--- src/rtl/bram_port_arbiter_if.sv ---
// Requester-side request/response channel for one port of bram_port_arbiter.
// The requester drives through master; the arbiter answers through slave.
interface bram_port_arbiter_if #(
  parameter int unsigned data_width = 8,
  parameter int unsigned addr_width = 6
) ();
  logic                  valid;
  logic                  ready;
  logic                  we;
  logic [addr_width-1:0] addr;
  logic [data_width-1:0] wdata;
  logic                  rsp_valid;
  logic [data_width-1:0] rsp_rdata;

  modport master (
    output valid, we, addr, wdata,
    input  ready, rsp_valid, rsp_rdata
  );

  modport slave (
    input  valid, we, addr, wdata,
    output ready, rsp_valid, rsp_rdata
  );
endinterface

--- src/rtl/bram_port_arbiter.sv ---
// Shares one synchronous write-first BRAM port between a CPU requester (req0) and a
// DMA/video requester (req1), with round-robin or fixed priority plus a starvation guard.
module bram_port_arbiter #(
  parameter int unsigned data_width     = 8,
  parameter int unsigned addr_width     = 6,
  parameter int unsigned fixed_priority = 0,
  parameter int unsigned max_wait       = 15
) (
  input  logic                  clk,
  input  logic                  reset,
  bram_port_arbiter_if.slave    req0,
  bram_port_arbiter_if.slave    req1,
  output logic                  bram_clken,
  output logic                  bram_we,
  output logic [addr_width-1:0] bram_addr,
  output logic [data_width-1:0] bram_din,
  input  logic [data_width-1:0] bram_dout
);

  localparam int unsigned WaitWidth = (max_wait < 1) ? 1 : $clog2(max_wait + 1);

  logic                 last_grant_q;
  logic [WaitWidth-1:0] wait_cnt_q;
  logic                 rsp_pend_q;
  logic                 rsp_sel_q;
  logic                 grant0;
  logic                 grant1;

  // Grants already include valid, so grantN doubles as reqN_ready.
  always_comb begin
    grant0 = 1'b0;
    grant1 = 1'b0;
    if (!reset) begin
      if (req0.valid && !req1.valid) begin
        grant0 = 1'b1;
      end else if (req1.valid && !req0.valid) begin
        grant1 = 1'b1;
      end else if (req0.valid && req1.valid) begin
        if (fixed_priority == 0) begin
          grant0 = last_grant_q;
          grant1 = ~last_grant_q;
        end else if (wait_cnt_q == WaitWidth'(max_wait)) begin
          grant1 = 1'b1;
        end else begin
          grant0 = 1'b1;
        end
      end
    end
  end

  assign req0.ready = grant0;
  assign req1.ready = grant1;

  assign bram_clken = grant0 | grant1;
  assign bram_we    = grant1 ? req1.we : (grant0 & req0.we);
  assign bram_addr  = grant1 ? req1.addr : req0.addr;
  assign bram_din   = grant1 ? req1.wdata : req0.wdata;

  // Reset also masks a response already in flight.
  assign req0.rsp_valid = rsp_pend_q & ~rsp_sel_q & ~reset;
  assign req1.rsp_valid = rsp_pend_q & rsp_sel_q & ~reset;
  assign req0.rsp_rdata = bram_dout;
  assign req1.rsp_rdata = bram_dout;

  always_ff @(posedge clk) begin
    if (reset) begin
      last_grant_q <= 1'b1;
      wait_cnt_q   <= '0;
      rsp_pend_q   <= 1'b0;
      rsp_sel_q    <= 1'b0;
    end else begin
      rsp_pend_q <= bram_clken;
      if (bram_clken) begin
        rsp_sel_q    <= grant1;
        last_grant_q <= grant1;
      end
      if (fixed_priority == 0) begin
        wait_cnt_q <= '0;
      end else if (req1.valid && !grant1) begin
        if (wait_cnt_q != WaitWidth'(max_wait)) begin
          wait_cnt_q <= wait_cnt_q + 1'b1;
        end
      end else begin
        wait_cnt_q <= '0;
      end
    end
  end

endmodule

--- src/flat_wrapper.sv ---
// flat-port wrapper written by rule: the top's interface ports become plain ports
module bram_port_arbiter_flat 
#(
  parameter int unsigned data_width     = 8,
  parameter int unsigned addr_width     = 6,
  parameter int unsigned fixed_priority = 0,
  parameter int unsigned max_wait       = 15
)
  (clk, reset, bram_clken, bram_we, bram_addr, bram_din, bram_dout, req0_valid, req0_we, req0_addr, req0_wdata, req0_ready, req0_rsp_valid, req0_rsp_rdata, req1_valid, req1_we, req1_addr, req1_wdata, req1_ready, req1_rsp_valid, req1_rsp_rdata);
  bram_port_arbiter_if #(.data_width(data_width), .addr_width(addr_width)) req0_i ();
  bram_port_arbiter_if #(.data_width(data_width), .addr_width(addr_width)) req1_i ();
  input  logic clk;
  input  logic reset;
  output logic bram_clken;
  output logic bram_we;
  output logic [addr_width-1:0] bram_addr;
  output logic [data_width-1:0] bram_din;
  input  logic [data_width-1:0] bram_dout;
  input wire logic [$bits(req0_i.valid)-1:0] req0_valid;
  input wire logic [$bits(req0_i.we)-1:0] req0_we;
  input wire logic [$bits(req0_i.addr)-1:0] req0_addr;
  input wire logic [$bits(req0_i.wdata)-1:0] req0_wdata;
  output wire logic [$bits(req0_i.ready)-1:0] req0_ready;
  output wire logic [$bits(req0_i.rsp_valid)-1:0] req0_rsp_valid;
  output wire logic [$bits(req0_i.rsp_rdata)-1:0] req0_rsp_rdata;
  input wire logic [$bits(req1_i.valid)-1:0] req1_valid;
  input wire logic [$bits(req1_i.we)-1:0] req1_we;
  input wire logic [$bits(req1_i.addr)-1:0] req1_addr;
  input wire logic [$bits(req1_i.wdata)-1:0] req1_wdata;
  output wire logic [$bits(req1_i.ready)-1:0] req1_ready;
  output wire logic [$bits(req1_i.rsp_valid)-1:0] req1_rsp_valid;
  output wire logic [$bits(req1_i.rsp_rdata)-1:0] req1_rsp_rdata;
  assign req0_i.valid = req0_valid;
  assign req0_i.we = req0_we;
  assign req0_i.addr = req0_addr;
  assign req0_i.wdata = req0_wdata;
  assign req0_ready = req0_i.ready;
  assign req0_rsp_valid = req0_i.rsp_valid;
  assign req0_rsp_rdata = req0_i.rsp_rdata;
  assign req1_i.valid = req1_valid;
  assign req1_i.we = req1_we;
  assign req1_i.addr = req1_addr;
  assign req1_i.wdata = req1_wdata;
  assign req1_ready = req1_i.ready;
  assign req1_rsp_valid = req1_i.rsp_valid;
  assign req1_rsp_rdata = req1_i.rsp_rdata;
  bram_port_arbiter #(.data_width(data_width), .addr_width(addr_width), .fixed_priority(fixed_priority), .max_wait(max_wait)) u_core (.clk(clk), .reset(reset), .req0(req0_i), .req1(req1_i), .bram_clken(bram_clken), .bram_we(bram_we), .bram_addr(bram_addr), .bram_din(bram_din), .bram_dout(bram_dout));
endmodule
--- config.mk ---
export PLATFORM = sky130hd
export DESIGN_NAME = bram_port_arbiter_flat
export DESIGN_NICKNAME = d
export VERILOG_FILES = /design/src/rtl/bram_port_arbiter_if.sv /design/src/rtl/bram_port_arbiter.sv /design/src/flat_wrapper.sv
export SDC_FILE = /design/constraint.sdc
export NUM_CORES = 1
export LEC_CHECK = 0
export CAP_MARGIN = 20
export CORE_MARGIN = 8
export CORE_UTILIZATION = 21
export CTS_BUF_LIST = sky130_fd_sc_hd__clkbuf_8
export CTS_CLUSTER_DIAMETER = 150
export DETAILED_ROUTE_END_ITERATION = 8
export PLACE_DENSITY = 0.79
export SKIP_LAST_GASP = 1
export SLEW_MARGIN = 10
export SYNTH_ARGS = -nofsm -noshare
export SYNTH_HDL_FRONTEND = slang
export SYNTH_SLANG_ARGS = --single-unit
--- constraint.sdc ---
create_clock -name clk -period 1.24 [get_ports clk]
set_input_delay 0.248 -clock clk [delete_from_list [all_inputs] [get_ports clk]]
set_output_delay 0.248 -clock clk [all_outputs]
set_load 0.005 [all_outputs]
==> results.ini <==
[routing]
num_vias = 584
via_per_inst = 4.42
drc_errors = 0
postRouteAntennaNets = 0
drt-total-wl_um = 2090
dr.first_iter.drc_count = 13
wire_per_inst_um = 15.8
drt_pass1_iterations = 4

[timing]
final_max_slew_viol_count = 0
clock.fmax_mhz = 603
period_minus_slack_ps = 1660
fin_setup_tns_ps = -5960
finalSetupViolCount = 18
holdWs_ps = 496
worst_slack_ps = -418
hold_viol = 0
final.period_utilization_pct = 134
rsz0062_at_grt = true
finClkSkew_ps = 0.119
max_slew_margin_pct = 92.1
worstMarginPinSlew_ps = 117

[die]
die_h_um = 64.7
die_area_um2 = 4190
initial_utilization_pct = 22.3
core_area_um2 = 2230
rows = 17
die-width_um = 64.7
ios = 78

[synth]
yosysWarningCount = 0
synth.area.top_cells = mux2_4 27%, buf_4 24%, dfxtp_1 12%
synth.avg_cell_area_um2 = 9.58
synth_cell_types = 18
synth_ff_type = dfxtp_1
yosysTopAreaCell = mux2_4
async_flop_share_pct = 0
netlist_instances = 52
ys_seq_area_share_pct = 12.1
synth_nets = 94
synth_commonest_cells = 16 x buf_4, 9 x mux2_4, 5 x mux2_2
synthesis.area_um2 = 498
yosys.cell_count.top_type = buf_4
synth_edf_count = 0
synth_top_area_share_pct = 27.1
synth-seq-cells = 3

[final_layout]
finalCoreUtilization_pct = 51.1
drive_above_1_share_pct = 58.7
diodes = 0
finalNetCount = 147
area_growth_pct = 129
multiInputGateArea_um2 = 338
regArea_um2 = 61.3
n_fill_cell = 208
final_cells = 132
design_area_um2 = 1140

[critical_path]
criticalPathCategory = reg -> out
timing.reg2reg.worst_path_depth = 7
critical_path_peak_fanout = 7
cp.required_ps = 990
end_kind = output port
worstSetupStartpointType = register
r2r-start = u_core.last_grant_q
reg2reg_to = u_core.last_grant_q
crit_start = u_core.last_grant_q
rrSetupSlack_ps = 160
arrival_ps = 1410

[clocking]
cts_tree = built
clk_latency_ps = 220
cts_buffers = 3
postCtsHoldBufs = 0
clkSinkCount = 3
cts.clk_slew.worst_paths_ps = 40
cts_buffer_depth = 2
cts_max_level = 1
clk_root_buffer_cell = clkbuf_8

[power]
pwr-share-comb_pct = 48.8
switching_share_pct = 24.0
p_clk_share_pct = 37.0
power_uw = 771
p_int_uw = 586
seqPwrFrac_pct = 14.1
p_sw_uw = 185
p_leak_nw = 0.535
power_density_nw_per_um2 = 676
ir_worst_vdd_uv = 780

[placement]
hpwl_um = 1580
placed_cells = 122
gp_congestion = 0.849
place_worst_setup_slack_ps = -955
place_area_um2 = 978
portBuffers = 53

[min_path]
hold_start = bram_dout[6]
min_path_type = in -> out
worstHoldPathCells = 0
hold-path-endpoint = req1_rsp_rdata[6]

[run_status]
status = finished with violations
violations = negative setup slack

[grt]
antenna_found_initial = 0
grt_pass1_vias = 621
track_usage_pct = 9.45
grt_max_degree = 9
grt_pass1_wl_um = 3100
overflow = 0

[job]
maxCapViolations = 0

-- final cells by class --
type                            count  area share, %
Multi-Input combinational cell     30           29.6
Inverter                            1          0.548
Sequential cell                     3           5.37
Clock buffer                        3           3.62
Tap cell                           28           3.07
Timing Repair Buffer               66           57.5
Clock inverter                      1          0.329
-- power groups by stage --
stage               logic, mW  clock network (mW)  registers [mW]
floorplan               0.143                   0           0.109
global placement        0.321                   0           0.109
detailed placement      0.325                   0           0.110
CTS                     0.382               0.292           0.109
global route            0.399               0.292           0.109
finish                  0.377               0.286           0.109
-- what timing repair did --
action	4_1_cts	5_1_grt
endpoints found under the setup margin	20	18
pin swaps	4	4
gates resized for setup	114	5
cloned	1	0
setup buffers	6	1
-- state kept, by name (all words and copies together) (netlist names) --
| register | cells |
|---|---|
| u_core.rsp_pend_q | 1 |
| u_core.rsp_sel_q | 1 |
| u_core.last_grant_q | 1 |
-- worst max-delay path by stage --
stage	end	slack [ps]
2_1_floorplan	bram_addr[0]	-90
4_1_cts	bram_din[0]	-470
5_1_grt	bram_din[6]	-450
3_5_place_dp	bram_din[0]	-950
3_3_place_gp	bram_din[0]	-940
6_report	bram_din[5]	-420
-- worst max-delay path, stage by stage (launching register included) --
cell	delay, ps
dfxtp_2	310
nand2_2	50
and3b_2	230
clkbuf_16	170
mux2_4	300
buf_6	120
-- placed cells by master, fill, tap and decap left out, types with 2 or more instances in the layout --
master	netlist	final
clkdlybuf4s50_1	0	30
mux2_4	9	14
nor2_1	3	2
clkbuf_8	0	3
buf_6	1	17
buf_4	16	9
a21oi_2	0	2
dlygate4sd2_1	0	3
dfxtp_1	3	2
buf_2	0	5
and3b_2	1	2
-- per-layer routing --
| metal | global-route usage [%] | vias up | wire length [um] |
|---|---|---|---|
| li1 | - | 266 | - |
| met1 | 11.0 | 262 | 950 |
| met2 | 14.5 | 54 | 833 |
| met3 | 4.30 | 2 | 289 |
| met4 | 4.09 | 0 | 19 |
| met5 | 0 | - | 0 |
-- cells by family (layout without fill, tap and decap cells) --
| group | after synthesis | count (layout) | share of synthesized area, % |
|---|---|---|---|
| AOI/OAI and AO/OA | 5 | 5 | 5.53 |
| buffers and inverters | 19 | 71 | 31.2 |
| and+or+nand+nor | 11 | 11 | 12.8 |
| muxes | 14 | 14 | 38.4 |
| DFF | 3 | 3 | 12.1 |
Note: power is estimated with default switching activity, not from simulation.
